### src/rtl/kvazaar_qsys_start_pkg.sv
// Shared definitions for the Kvazaar start controller.
// Holds the Avalon word-address map, the per-channel FSM state encoding
// (visible to software through the state register) and the default
// width of the pulse-length register.
package kvazaar_qsys_start_pkg;

  localparam int PULSE_W = 8;

  localparam logic [1:0] ADDR_CTRL  = 2'd0;
  localparam logic [1:0] ADDR_PLEN  = 2'd1;
  localparam logic [1:0] ADDR_STAT  = 2'd2;
  localparam logic [1:0] ADDR_STATE = 2'd3;

  // Software decodes these values directly, so the encoding is fixed.
  typedef enum logic [1:0] {
    ST_IDLE  = 2'd0,
    ST_PULSE = 2'd1,
    ST_WAIT  = 2'd2,
    ST_BAD   = 2'd3
  } chan_state_e;

endpackage

### src/rtl/kvazaar_qsys_start_chan.sv
// One accelerator channel of the start controller.
// Synchronises the accelerator done level, detects its rising edge, and
// runs the start-pulse / wait-for-done sequencer.
// Ports:
//   clk_i, rst_ni    clock and asynchronous active-low reset
//   launch_i         one-cycle launch request from a CPU write
//   pulse_len_i      requested start high time (0 behaves as 1)
//   acc_done_i       raw done level from the accelerator
//   start_o          start pulse to the accelerator
//   busy_o           channel is not idle
//   done_set_o       one-cycle request to set the sticky done bit
//   overrun_set_o    one-cycle request to set the sticky overrun bit
//   state_o          current FSM state, for software readback
module kvazaar_qsys_start_chan
  import kvazaar_qsys_start_pkg::*;
#(
  parameter int PLEN_W = PULSE_W
) (
  input  logic              clk_i,
  input  logic              rst_ni,
  input  logic              launch_i,
  input  logic [PLEN_W-1:0] pulse_len_i,
  input  logic              acc_done_i,
  output logic              start_o,
  output logic              busy_o,
  output logic              done_set_o,
  output logic              overrun_set_o,
  output logic [1:0]        state_o
);

  logic              s1_q, s2_q, s3_q;
  logic              done_edge;
  chan_state_e       state_q, state_d;
  logic [PLEN_W-1:0] cnt_q, cnt_d;
  logic              early_q, early_d;

  // Two-flop synchroniser plus a third flop for rising-edge detection.
  always_ff @(posedge clk_i or negedge rst_ni) begin
    if (!rst_ni) begin
      s1_q <= 1'b0;
      s2_q <= 1'b0;
      s3_q <= 1'b0;
    end else begin
      s1_q <= acc_done_i;
      s2_q <= s1_q;
      s3_q <= s2_q;
    end
  end

  assign done_edge = s2_q & ~s3_q;

  always_ff @(posedge clk_i or negedge rst_ni) begin
    if (!rst_ni) begin
      state_q <= ST_IDLE;
      cnt_q   <= '0;
      early_q <= 1'b0;
    end else begin
      state_q <= state_d;
      cnt_q   <= cnt_d;
      early_q <= early_d;
    end
  end

  // cnt is loaded with len-1 so that the PULSE state lasts exactly len
  // cycles. A done edge that arrives while the pulse is still running is
  // remembered in early_q so the channel can skip WAIT entirely.
  always_comb begin
    state_d    = state_q;
    cnt_d      = cnt_q;
    early_d    = early_q;
    done_set_o = 1'b0;
    case (state_q)
      ST_IDLE: begin
        if (launch_i) begin
          state_d = ST_PULSE;
          cnt_d   = (pulse_len_i == '0) ? '0 : pulse_len_i - 1'b1;
          early_d = 1'b0;
        end
      end
      ST_PULSE: begin
        if (cnt_q == '0) begin
          if (early_q || done_edge) begin
            state_d    = ST_IDLE;
            done_set_o = 1'b1;
            early_d    = 1'b0;
          end else begin
            state_d = ST_WAIT;
          end
        end else begin
          cnt_d = cnt_q - 1'b1;
          if (done_edge) begin
            early_d = 1'b1;
          end
        end
      end
      ST_WAIT: begin
        if (done_edge) begin
          state_d    = ST_IDLE;
          done_set_o = 1'b1;
        end
      end
      default: state_d = ST_IDLE;
    endcase
  end

  assign start_o       = (state_q == ST_PULSE);
  assign busy_o        = (state_q != ST_IDLE);
  assign overrun_set_o = launch_i & busy_o;
  assign state_o       = state_q;

endmodule

### src/rtl/kvazaar_qsys_start_ctrl.sv
// Avalon-MM slave giving the Nios CPU per-channel start control of the
// Kvazaar accelerator, with sticky done bits fed back to the result PIO.
// Ports:
//   clk, reset_n            clock and asynchronous active-low reset
//   address, chipselect,
//   write_n, writedata      Avalon-MM slave write/address inputs
//   readdata                registered read data, one cycle latency
//   acc_done                raw accelerator done levels
//   start                   start pulses to the accelerator
//   result_ready            sticky done bits, to the input PIO in_port
// Register map (word addresses):
//   0 CTRL  R: busy[1:0]           W: 1 launches channel n
//   1 PLEN  R/W pulse length in clk cycles
//   2 STAT  R: {overrun, done}     W1C: [1:0] done, [3:2] overrun
//   3 STATE R: {state1, state0}
// The register map is laid out for exactly two channels.
module kvazaar_qsys_start_ctrl #(
  parameter int NCH           = 2,
  parameter int PULSE_W       = 8,
  parameter int PULSE_DEFAULT = 4
) (
  input  logic           clk,
  input  logic           reset_n,
  input  logic [1:0]     address,
  input  logic           chipselect,
  input  logic           write_n,
  input  logic [31:0]    writedata,
  output logic [31:0]    readdata,
  input  logic [NCH-1:0] acc_done,
  output logic [NCH-1:0] start,
  output logic [NCH-1:0] result_ready
);

  import kvazaar_qsys_start_pkg::*;

  logic               wr;
  logic [NCH-1:0]     launch;
  logic [NCH-1:0]     busy;
  logic [NCH-1:0]     done_set, overrun_set;
  logic [NCH-1:0]     done_clr, overrun_clr;
  logic [1:0]         chan_state [NCH];
  logic [PULSE_W-1:0] pulse_len_q, pulse_len_d;
  logic [NCH-1:0]     done_q, done_d;
  logic [NCH-1:0]     overrun_q, overrun_d;
  logic [31:0]        readdata_q, readdata_d;

  assign wr     = chipselect & ~write_n;
  assign launch = (wr && address == ADDR_CTRL) ? writedata[NCH-1:0] : '0;

  for (genvar n = 0; n < NCH; n++) begin : g_chan
    kvazaar_qsys_start_chan #(
      .PLEN_W (PULSE_W)
    ) u_chan (
      .clk_i         (clk),
      .rst_ni        (reset_n),
      .launch_i      (launch[n]),
      .pulse_len_i   (pulse_len_q),
      .acc_done_i    (acc_done[n]),
      .start_o       (start[n]),
      .busy_o        (busy[n]),
      .done_set_o    (done_set[n]),
      .overrun_set_o (overrun_set[n]),
      .state_o       (chan_state[n])
    );
  end

  // Register writes and sticky status. A hardware set in the same cycle
  // as a software clear wins, so no completion or overrun is ever lost.
  always_comb begin
    pulse_len_d = pulse_len_q;
    done_clr    = '0;
    overrun_clr = '0;
    if (wr && address == ADDR_PLEN) begin
      pulse_len_d = writedata[PULSE_W-1:0];
    end
    if (wr && address == ADDR_STAT) begin
      done_clr    = writedata[1:0];
      overrun_clr = writedata[3:2];
    end
    done_d    = (done_q & ~done_clr) | done_set;
    overrun_d = (overrun_q & ~overrun_clr) | overrun_set;
  end

  // Read mux is evaluated every cycle regardless of chipselect.
  always_comb begin
    readdata_d = '0;
    case (address)
      ADDR_CTRL:  readdata_d = {30'b0, busy[1:0]};
      ADDR_PLEN:  readdata_d = {{(32-PULSE_W){1'b0}}, pulse_len_q};
      ADDR_STAT:  readdata_d = {28'b0, overrun_q[1:0], done_q[1:0]};
      ADDR_STATE: readdata_d = {28'b0, chan_state[1], chan_state[0]};
      default:    readdata_d = '0;
    endcase
  end

  always_ff @(posedge clk or negedge reset_n) begin
    if (!reset_n) begin
      pulse_len_q <= PULSE_W'(PULSE_DEFAULT);
      done_q      <= '0;
      overrun_q   <= '0;
      readdata_q  <= '0;
    end else begin
      pulse_len_q <= pulse_len_d;
      done_q      <= done_d;
      overrun_q   <= overrun_d;
      readdata_q  <= readdata_d;
    end
  end

  assign readdata     = readdata_q;
  assign result_ready = done_q;

endmodule
### config.mk
export PLATFORM = sky130hd
export DESIGN_NAME = kvazaar_qsys_start_ctrl
export DESIGN_NICKNAME = d
export VERILOG_FILES = /design/src/rtl/kvazaar_qsys_start_pkg.sv /design/src/rtl/kvazaar_qsys_start_chan.sv /design/src/rtl/kvazaar_qsys_start_ctrl.sv
export SDC_FILE = /design/constraint.sdc
export NUM_CORES = 1
export LEC_CHECK = 0
export BUFFER_PORTS_ARGS = -buffer_cell sky130_fd_sc_hd__buf_2
export CAP_MARGIN = 20
export CORE_ASPECT_RATIO = 1.2
export CORE_MARGIN = 4
export CORE_UTILIZATION = 56
export CTS_BUF_LIST = sky130_fd_sc_hd__clkbuf_4
export CTS_CLUSTER_SIZE = 16
export DETAILED_ROUTE_END_ITERATION = 12
export PLACE_DENSITY = 0.91
export SYNTH_ARGS = -nofsm -noshare
export SYNTH_HDL_FRONTEND = slang
export SYNTH_HIERARCHICAL = 1
export SYNTH_SLANG_ARGS = --single-unit
### constraint.sdc
create_clock -name clk -period 2 [get_ports clk]
set_input_delay 0 -clock clk [delete_from_list [all_inputs] [get_ports clk]]
set_output_delay 0 -clock clk [all_outputs]
set_load 0.03 [all_outputs]
==> impl_results.md, run 1 <==
- Buffers and inverters on the worst path: 1
- Worst reg2reg endpoint: g_chan[1].u_chan/cnt_q[4]
- Prevailing post-synth register cell: dfrtp_1
- Peak Freq: 519.4 MHz
- Routed wire per std cell: 15.79 um
- Initial antenna violation count: 0
- Hold slack: 70.11 ps
- Syn Std Cell Area: 3262 sq um
- Met1 GRT Util: 24.21%
- Comb pwr share: 54.2%
- Max Slew Vio Count: 0
- Remaining Overflow, GRT: 0
- DRT antenna net count: 0
- Required time worst endpoint: 2270 ps
- Power per cell area: 1174 nW/um^2
- Fill cells: 416
- CTS tree: done
- DP Area: 3542 sq um
- Synth Area in Adders: 5.370%
- Avg Inst Size Synth: 9.708 sq um
- Setup violations, final: 0
- Critical R2R Launch: g_chan[1].u_chan/cnt_q[5]
- Initial Utilization: 57.55%
- Post-Route Utilization: 66.29%
- Worst setup EP type: flop
- Peak supply drop: 537.8 uV
- Top Usage Layer GRT: met2
- Worst-path fanout max: 7
- Reg2Reg Setup Slack: 70 ps
- NetSw: 1.982 mW
- Core ar.: 5668 sq um
- Leading cell type in the layout, fill and taps excluded: dfrtp_1
- Gr usage total: 22.04%
- Via Count: 2,760
- Most frequent cells in the layout: dfrtp_1, buf_4, buf_2
- Setup Fix Bufs, Post-CTS: 0
- Avg Vias per Cell: 5.750
- Final min period: 1925 ps
- Clk slew on worst S/H paths: 160 ps
- Port Buf Inserts: 27
- Post-DP HPWL: 5626 um
- Largest net degree at the start of global routing: 21
- Sw Ratio: 44.95%
- Async set-reset flop share out of synthesis: 100.0%
- EDFF count, synth: 0
- Max cap viols: 0
- CP arrival: 2200 ps
- Post-route clock period utilization: 96.26%
- Int Power: 2.427 mW
- Crit path capture: g_chan[1].u_chan/cnt_q[4]
- # DRC: 0
- Worst-margin pin slew: 543.8 ps
- Crit-path leading delay family: compound AO/OA/AOI/OAI gates
- Slowest Stage Delay on Critical Path: 590 ps
- H-tree depth: 2
- First-pass GRT wire length: 12,750 um
- Post-synthesis simple-gate area fraction: 20.41%
- Final WL: 7578 um
- CTS root buffer: clkbuf_4
- Hold crit path type: input pin to async pin
- Mapped Cells: 336
- Clock Latency Late Sink: 380 ps
- Die width: 77.67 um
- Register-to-Register Path Depth: 5
- Clk sinks: 48
- Yosys warning count: 6
- Combinational family with the most area after synthesis: simple AND/OR/NAND/NOR gates
- Crit. Startpoint: g_chan[1].u_chan/cnt_q[5]
- Initial DRT Pass Iterations: 4
- Final Hold Viols: 0
- Num rows: 30
- Vias in the first global route: 2,846
- Crit path depth: 5
- Yosys cell types: 51
- Critical setup path kind: flop to flop
- Area fraction in compound gates after synthesis: 16.19%
- FF+latch count, synth: 48
- Mux cell area share after synthesis: 8.516%
- Status: complete, no violations
- I/O Pins: 76
- XOR/XNOR Fraction of Synth Area: 1.611%
- Cell chain of the critical path: or4_4, o31ai_4, buf_4, o21bai_1, o31a_2
- Clk_skew: 20.67 ps
- Detailed Route Iter0 Violations: 136
- Final Cell Area: 3757 sq um
- Met2 Use GR: 40.86%
- Die Ht: 91.61 um
- Crit start category: flop
- Flop pwr share: 35.0%
- Met3 Resource Use GR: 3.274%
- Worst path slowest cell: or4_4
- Clock power frac: 10.7%
- Clock Path Buffers: 2
- Leak Pwr: 1.678 nW
- Layout cells sized above 1: 24.25%
- Diodes inserted: 0
- Area Growth Syn to Fin: 15.19%
- Final RePlAce weighted congestion: 0.8740
- Total CTS buffers: 5
- Nets: 453
- Worst rel slew slack: 63.47%
- Die Area: 7115 sq um
- Seq/Total Area, Yosys: 36.86%
worst min path at each step:
stage,startpoint,to,slack (ps),cells past startpoint
after floorplan,reset_n,g_chan[0].u_chan/cnt_q[0],-300,0
after global placement,reset_n,g_chan[0].u_chan/s3_q,-40,1
after detailed placement,reset_n,g_chan[0].u_chan/s3_q,-30,1
after CTS,address[0],readdata[1],70,2
after global routing,reset_n,g_chan[0].u_chan/state_o[1],100,2
final,reset_n,g_chan[0].u_chan/s3_q,70,2
through the flow:
step | power (mW) | setup TNS (ps) | cells | setup WS [ps]
global placement | 3.708 | 0 | 460 | 124.3
global route | 4.728 | -7.293 | 480 | -7.293
floorplan | 3.195 | 0 | 359 | 12.91
finish | 4.409 | 0 | 480 | 74.79
CTS | 4.325 | 0 | 480 | 29.62
detailed placement | 3.831 | 0 | 460 | 71.58
logic make-up after synthesis:
kind of cell             Yosys count
AO/OA/AOI/OAI                     74
adder cells (fa/ha/maj)           14
buffers and inverters             61
flip-flops                        48
other                              1
AND/OR/NAND/NOR                  112
XOR/XNOR                           6
multiplexers                      20
Yosys cell counts, drive strengths merged, types with 4 or more instances:
| cell type | n | share of area, % |
|---|---|---|
| dfrtp | 47 | 36 |
| buf | 29 | 7.2 |
| inv | 26 | 3.0 |
| nor2 | 24 | 2.8 |
| o21ai | 16 | 2.5 |
| a21oi | 14 | 2.1 |
| ha | 14 | 5.4 |
| mux2 | 12 | 5.1 |
| nor3 | 12 | 2.1 |
| nor4 | 10 | 1.9 |
| or4 | 10 | 2.8 |
| nor2b | 9 | 1.7 |
| a31oi | 8 | 1.5 |
| nand2 | 8 | 0.92 |
| nand3 | 8 | 1.2 |
| clkbuf | 6 | 0.69 |
| mux2i | 6 | 1.8 |
| nor3b | 6 | 1.4 |
| o31ai | 6 | 2.2 |
| xnor2 | 6 | 1.6 |
| nand2b | 5 | 0.96 |
| a211oi | 4 | 0.92 |
| and2 | 4 | 0.77 |
| nand4 | 4 | 0.77 |
| o31a | 4 | 1.2 |
sequential cells by signal, summed over array words and instances, names as in the netlist:
signal,cells
g_chan.u_chan/cnt_q,16
pulse_len_q,8
readdata,8
g_chan.u_chan/state_o,4
g_chan.u_chan/early_q,2
g_chan.u_chan/s1_q,2
g_chan.u_chan/s2_q,2
g_chan.u_chan/s3_q,2
overrun_q,2
result_ready,2
routing by layer:
| metal | up-vias | share of wire [%] |
|---|---|---|
| met5 | - | 0 |
| met4 | 0 | 3.9 |
| met3 | 30 | 4.2 |
| met2 | 89 | 53 |
| met1 | 1333 | 39 |
| li1 | 1308 | - |
power by group through the flow:
stage | logic (mW) | clock network [mW] | registers, mW
4_1_cts | 2.31 | 0.482 | 1.53
5_1_grt | 2.62 | 0.516 | 1.59
6_report | 2.39 | 0.473 | 1.54
3_5_place_dp | 2.28 | 0 | 1.55
3_3_place_gp | 2.18 | 0 | 1.53
2_1_floorplan | 1.57 | 0 | 1.62
what timing repair did:
action	CTS	global route
setup endpoints to repair	0	9
gates resized for setup	0	11
hold buffers	12	0
endpoints found under the hold margin	65	0
area by class of cell:
| cell class | instances | area, sq um | share of cell area, % |
|---|---|---|---|
| sequential | 48 | 1202 | 32.00 |
| inverter | 26 | 97.59 | 2.597 |
| clock buffer | 5 | 37.54 | 0.9990 |
| timing repair buffer | 68 | 476.7 | 12.69 |
| tap | 80 | 100.1 | 2.664 |
| clock inverter | 3 | 23.77 | 0.6327 |
| multi-input combinational | 250 | 1819 | 48.42 |
Note: power is estimated with default switching activity, not from simulation.
==> run 2: changes to the inputs <==
PLACE_DENSITY = unset   (was 0.91)
PLACE_DENSITY_LB_ADDON = 0.05   (was unset)
SETUP_SLACK_MARGIN = 0.1   (was unset)
==> run 2 against run 1 <==
- count of clock-buffer cells in the layout unchanged
- critical path depth is the same
- highest routed layer unchanged
- setup slack improved by 89 ps
- fmax is 4.9% higher
- power is 0.96% higher
- largest cell class unchanged
- via count shrank 4.2%
- sequential cell count is the same
- non-clock buffer count increased by 5
- design area rose by 2.4%
==> impl_results.md, run 2 (synthesis results as in run 1) <==
- Status: complete, no violations (unchanged)
- RSZ-0062 raised after global routing: true
- Power per cell area: 1157 nW/um^2 (was 1174 nW/um^2)
- First-pass GRT wire length: 12,470 um (was 12,750 um)
- Die Ht: 91.61 um (unchanged)
- Remaining Overflow, GRT: 0 (unchanged)
- Most frequent cells in the layout: dfrtp_1, buf_4, buf_2 (unchanged)
- Post-route clock period utilization: 91.79% (was 96.26%)
- CTS tree: done (unchanged)
- Final min period: 1836 ps (was 1925 ps)
- Peak supply drop: 676.3 uV (was 537.8 uV)
- Max FFs per register: 16 (unchanged)
- Worst setup EP type: flop (unchanged)
- Diodes inserted: 0 (unchanged)
- Clk slew on worst S/H paths: 160 ps (about the same)
- Core ar.: 5668 sq um (unchanged)
- # DRC: 0 (unchanged)
- CTS root buffer: clkbuf_4 (unchanged)
- Max Slew Vio Count: 0 (unchanged)
- Largest net degree at the start of global routing: 27 (was 21)
- Setup violations, final: 0 (unchanged)
- I/O Pins: 76 (unchanged)
- Final RePlAce weighted congestion: 0.8879 (was 0.8740)
- Hold crit path type: input pin to flop (was input pin to async pin)
- Total CTS buffers: 5 (unchanged)
- Top reg by flops: g_chan.u_chan/cnt_q (unchanged)
- Worst-path fanout max: 6 (was 7)
- Crit start category: flop (unchanged)
- Leading cell type in the layout, fill and taps excluded: dfrtp_1 (unchanged)
- Via Count: 2,644 (was 2,760)
- TNS Setup: 0 ps (unchanged)
- Die Area: 7115 sq um (unchanged)
- Peak Freq: 544.7 MHz (was 519.4 MHz)
- Non-Filler Instances: 485 (was 480)
- Clock Path Buffers: 2 (unchanged)
- Total power: 4.452 mW (was 4.409 mW)
- Required time worst endpoint: 2250 ps (was 2270 ps)
- Leak Pwr: 1.722 nW (was 1.678 nW)
- Final Cell Area: 3846 sq um (was 3757 sq um)
- Worst-margin pin slew: 571.0 ps (was 543.8 ps)
- Num rows: 30 (unchanged)
- Nets: 458 (was 453)
- Initial antenna violation count: 0 (unchanged)
- Detailed Route Iter0 Violations: 167 (was 136)
- Final WL: 7237 um (was 7578 um)
- Clk_skew: 20.06 ps (was 20.67 ps)
- Die width: 77.67 um (unchanged)
- Max cap viols: 0 (unchanged)
- Clk sinks: 48 (unchanged)
- Post-DP HPWL: 5474 um (was 5626 um)
- Area Growth Syn to Fin: 17.91% (was 15.19%)
- Gr usage total: 21.47% (was 22.04%)
- Clock Latency Late Sink: 370 ps (was 380 ps)
- Placed Cells: 463 (was 460)
- DP Area: 3570 sq um (was 3542 sq um)
- Initial Utilization: 57.55% (unchanged)
- CP arrival: 2090 ps (was 2200 ps)
- Vias in the first global route: 2,652 (was 2,846)
- Final Hold Viols: 0 (unchanged)
- DRT antenna net count: 0 (unchanged)
- Critical setup path kind: flop to flop (unchanged)
- Routed wire per std cell: 14.92 um (was 15.79 um)
- Avg Vias per Cell: 5.452 (was 5.750)
- Port Buf Inserts: 27 (unchanged)
- Worst rel slew slack: 61.94% (was 63.47%)
- Initial DRT Pass Iterations: 4 (unchanged)
- Layout cells sized above 1: 28.15% (was 24.25%)
- H-tree depth: 2 (unchanged)
[run 2: area by class of cell]
cell class / instances / area, sq um
flip-flops and latches: 48 / 1206
fillers: 456 / 1822
well taps: 80 / 100.1
clock buffers: 5 / 37.54
repair buffers: 73 / 510.5
clock inverters: 3 / 17.52
multi-input cells: 250 / 1877
inverters: 26 / 97.59
[run 2: worst max-delay path, stage by stage (launching register included)]
cell	delay, ps
dfrtp_1	420
or4_4	610
o31ai_4	350
buf_4	180
o21bai_1	70
o31a_2	110
[run 2: timing repair]
action                                  CTS  global route
gates resized for setup                   1            21
endpoints found under the setup margin    1            13
pin swaps                                 0             2
buffers inserted                          0             2
hold endpoints to repair                 42             0
hold buffers                             12             0
[run 2: metrics by stage]
stage | util (%) | hold WS (ps) | setup WS, ps
after floorplan | - | -295.6 | 126.9
after global placement | 62.98 | 26.53 | 125.9
after detailed placement | 62.98 | 29.80 | 82.65
after CTS | 66.07 | 57.38 | 113.9
after global routing | 67.86 | 97.36 | 78.45
final | 67.86 | 93.10 | 164.2
[run 2: path summary, 6_finish.rpt]
path,startpoint,end,slack (ps),cells after the start
hold reg to reg,g_chan[0].u_chan/s1_q,g_chan[0].u_chan/s2_q,370,0
max in group asynchronous,reset_n,pulse_len_q[5],1160,3
hold / removal,address[0],readdata[1],90,2
setup / recovery,g_chan[1].u_chan/cnt_q[6],g_chan[1].u_chan/cnt_q[4],160,5
min in group asynchronous,reset_n,readdata[0],120,2
setup reg to reg,g_chan[1].u_chan/cnt_q[6],g_chan[1].u_chan/cnt_q[4],160,5
[run 2: report_power, final]
part	switching, mW	internal (mW)
Combinational	1.36	1.09
Sequential	0.287	1.26
Clock	0.322	0.136
Total	1.97	2.48
[run 2: layer usage]
metal | share of wire [%] | up-vias | track usage, %
li1 | - | 1311 | -
met1 | 42 | 1261 | 26.43
met5 | 0 | - | 0
met2 | 53 | 54 | 36.86
met4 | 2.4 | 0 | 9.050
met3 | 2.6 | 18 | 3.373
==> run 3: changes to the inputs <==
CORE_MARGIN = unset   (was 4)
==> run 3 against run 2 <==
- setup slack worse by 40 ps
- clock power is 2% higher
- fmax is 2.1% lower
- power is 0.34% higher
- routed wire length is 0.55% lower
- sequential cell count stayed put
- design area is 0.75% lower
- highest routed layer unchanged
- register-to-register slack worse by 40 ps
==> impl_results.md, run 3 (synthesis results as in run 1) <==
- Status: complete, no violations (unchanged)
- Top reg by flops: g_chan.u_chan/cnt_q (unchanged)
- Remaining Overflow, GRT: 0 (unchanged)
- Clk sinks: 48 (unchanged)
- Non-Filler Instances: 469 (was 485)
- Port Buf Inserts: 27 (unchanged)
- Cell chain of the critical path: or4_4, nor3_1, o21ai_0, a21boi_1, inv_1, a31oi_1 (was or4_4, o31ai_4, buf_4, o21bai_1, o31a_2)
- CTS root buffer: clkbuf_4 (unchanged)
- Core ar.: 5630 sq um (was 5668 sq um)
- Leak Pwr: 1.719 nW (was 1.722 nW)
- Detailed Route Iter0 Violations: 124 (was 167)
- I/O Pins: 76 (unchanged)
- Total CTS buffers: 5 (unchanged)
- Area Growth Syn to Fin: 17.03% (was 17.91%)
- Hold crit path type: input pin to flop (unchanged)
- Clock Latency Late Sink: 380 ps (was 370 ps)
- Crit. Startpoint: g_chan[0].u_chan/cnt_q[5] (was g_chan[1].u_chan/cnt_q[6])
- Met2 Use GR: 42.28% (was 36.86%)
- DP Area: 3520 sq um (was 3570 sq um)
- Vias in the first global route: 2,520 (was 2,652)
- Worst rel slew slack: 59.07% (was 61.94%)
- Met3 Resource Use GR: 3.525% (was 3.373%)
- Max Slew Vio Count: 0 (unchanged)
- Worst setup EP type: flop (unchanged)
- # DRC: 0 (unchanged)
- Hold slack: 72.18 ps (was 93.10 ps)
- Most frequent cells in the layout: dfrtp_1, buf_4, buf_2 (unchanged)
- Met1 GRT Util: 30.72% (was 26.43%)
- Layout cells sized above 1: 27.65% (was 28.15%)
- Final WL: 7197 um (was 7237 um)
- Worst-path fanout max: 7 (was 6)
- Setup violations, final: 0 (unchanged)
- Clock Path Buffers: 2 (unchanged)
- Register-to-Register Path Depth: 6 (was 5)
- Post-DP HPWL: 5110 um (was 5474 um)
- Total power: 4.467 mW (was 4.452 mW)
- Crit start category: flop (unchanged)
- Diodes inserted: 0 (unchanged)
- First-pass GRT wire length: 11,780 um (was 12,470 um)
- Power per cell area: 1170 nW/um^2 (was 1157 nW/um^2)
- Buffers and inverters on the worst path: 1 (unchanged)
- Slowest Stage Delay on Critical Path: 610 ps (about the same)
- Routed wire per std cell: 15.35 um (was 14.92 um)
- Num rows: 30 (unchanged)
- Avg Vias per Cell: 5.591 (was 5.452)
- CTS tree: done (unchanged)
- Largest net degree at the start of global routing: 49 (was 27)
- Final Cell Area: 3817 sq um (was 3846 sq um)
- Initial Utilization: 57.93% (was 57.55%)
- Crit path depth: 6 (was 5)
- Final RePlAce weighted congestion: 0.8200 (was 0.8879)
- Required time worst endpoint: 2320 ps (was 2250 ps)
- Initial DRT Pass Iterations: 4 (unchanged)
- Post-route clock period utilization: 93.80% (was 91.79%)
- HP Start: address[0] (unchanged)
- Via Count: 2,622 (was 2,644)
- Max cap viols: 0 (unchanged)
- Worst-margin pin slew: 613.9 ps (was 571.0 ps)
- Peak Freq: 533.1 MHz (was 544.7 MHz)
- Final Hold Viols: 0 (unchanged)
- Worst path slowest cell: or4_4 (unchanged)
- Nets: 458 (unchanged)
- Clk_skew: 23.04 ps (was 20.06 ps)
- Max FFs per register: 16 (unchanged)
- Final min period: 1876 ps (was 1836 ps)
- Initial antenna violation count: 0 (unchanged)
- Gr usage total: 24.31% (was 21.47%)
- Die Ht: 85.61 um (was 91.61 um)
- Clk slew on worst S/H paths: 160 ps (about the same)
- Critical setup path kind: flop to flop (unchanged)
- RSZ-0062 raised after global routing: true (unchanged)
- Leading cell type in the layout, fill and taps excluded: dfrtp_1 (unchanged)
- Critical R2R Launch: g_chan[0].u_chan/cnt_q[5] (was g_chan[1].u_chan/cnt_q[6])
- DRT antenna net count: 0 (unchanged)
- Die width: 71.67 um (was 77.67 um)
- H-tree depth: 2 (unchanged)
- Placed Cells: 443 (was 463)
- Die Area: 6135 sq um (was 7115 sq um)
- CP arrival: 2190 ps (was 2090 ps)
- Crit-path leading delay family: simple AND/OR/NAND/NOR gates (unchanged)
- TNS Setup: 0 ps (unchanged)
- Top Usage Layer GRT: met2 (unchanged)
- WHS Path Cells: 2 (unchanged)
- Peak supply drop: 672.5 uV (was 676.3 uV)
[run 3: cell count changes in the layout (fill, tap and decap cells not counted), moves of 2 or more]
cell	delta
o31ai_2	+2
a221oi_2	-2
o41ai_1	+2
a221oi_1	+2
o41ai_2	-2
[run 3: worst paths after layout]
kind | to | slack (ps)
max | result_ready[0] | 120
min | readdata[1] | 70
max reg2reg | result_ready[0] | 120
min reg2reg | g_chan[0].u_chan/s2_q | 370
max in group asynchronous | pulse_len_q[3] | 1310
min in group asynchronous | g_chan[0].u_chan/s2_q | 220
[run 3: report_power, final]
| group | total (mW) | switching, mW | internal [mW] |
|---|---|---|---|
| Clock | 0.465 | 0.328 | 0.136 |
| Sequential | 1.55 | 0.294 | 1.26 |
| Combinational | 2.45 | 1.36 | 1.09 |
| Total | 4.47 | 1.98 | 2.49 |
[run 3: metrics by stage]
stage                     util (%)  worst slack [ps]
after global routing         67.80             19.70
after detailed placement     62.51             85.12
after floorplan                  -             126.9
final                        67.80             124.1
after CTS                    65.62             101.0
after global placement       62.51             97.53
[run 3: metal layers]
layer  wire [um]  share of wire, %  vias to the layer above
met5           0                 0                        -
met4         162               2.3                        0
met3         199               2.8                       15
met2        3741                52                       50
met1        3093                43                     1236
li1            -                 -                     1321
[run 3: layout make-up]
cell class / instances / area, sq um
clock inverters: 3 / 17.52
repair buffers: 72 / 503.0
well taps: 64 / 80.08
inverters: 26 / 97.59
fillers: 469 / 1813
clock buffers: 5 / 37.54
flip-flops and latches: 48 / 1205
multi-input cells: 251 / 1877
[run 3: repair_timing]
action / 4_1_cts / 5_1_grt
setup endpoints to repair: 3 / 16
gates resized for setup: 2 / 21
pin swaps: 1 / 6
setup buffers: 0 / 5
gates cloned: 0 / 1
hold endpoints to repair: 65 / 0
hold buffers: 12 / 0
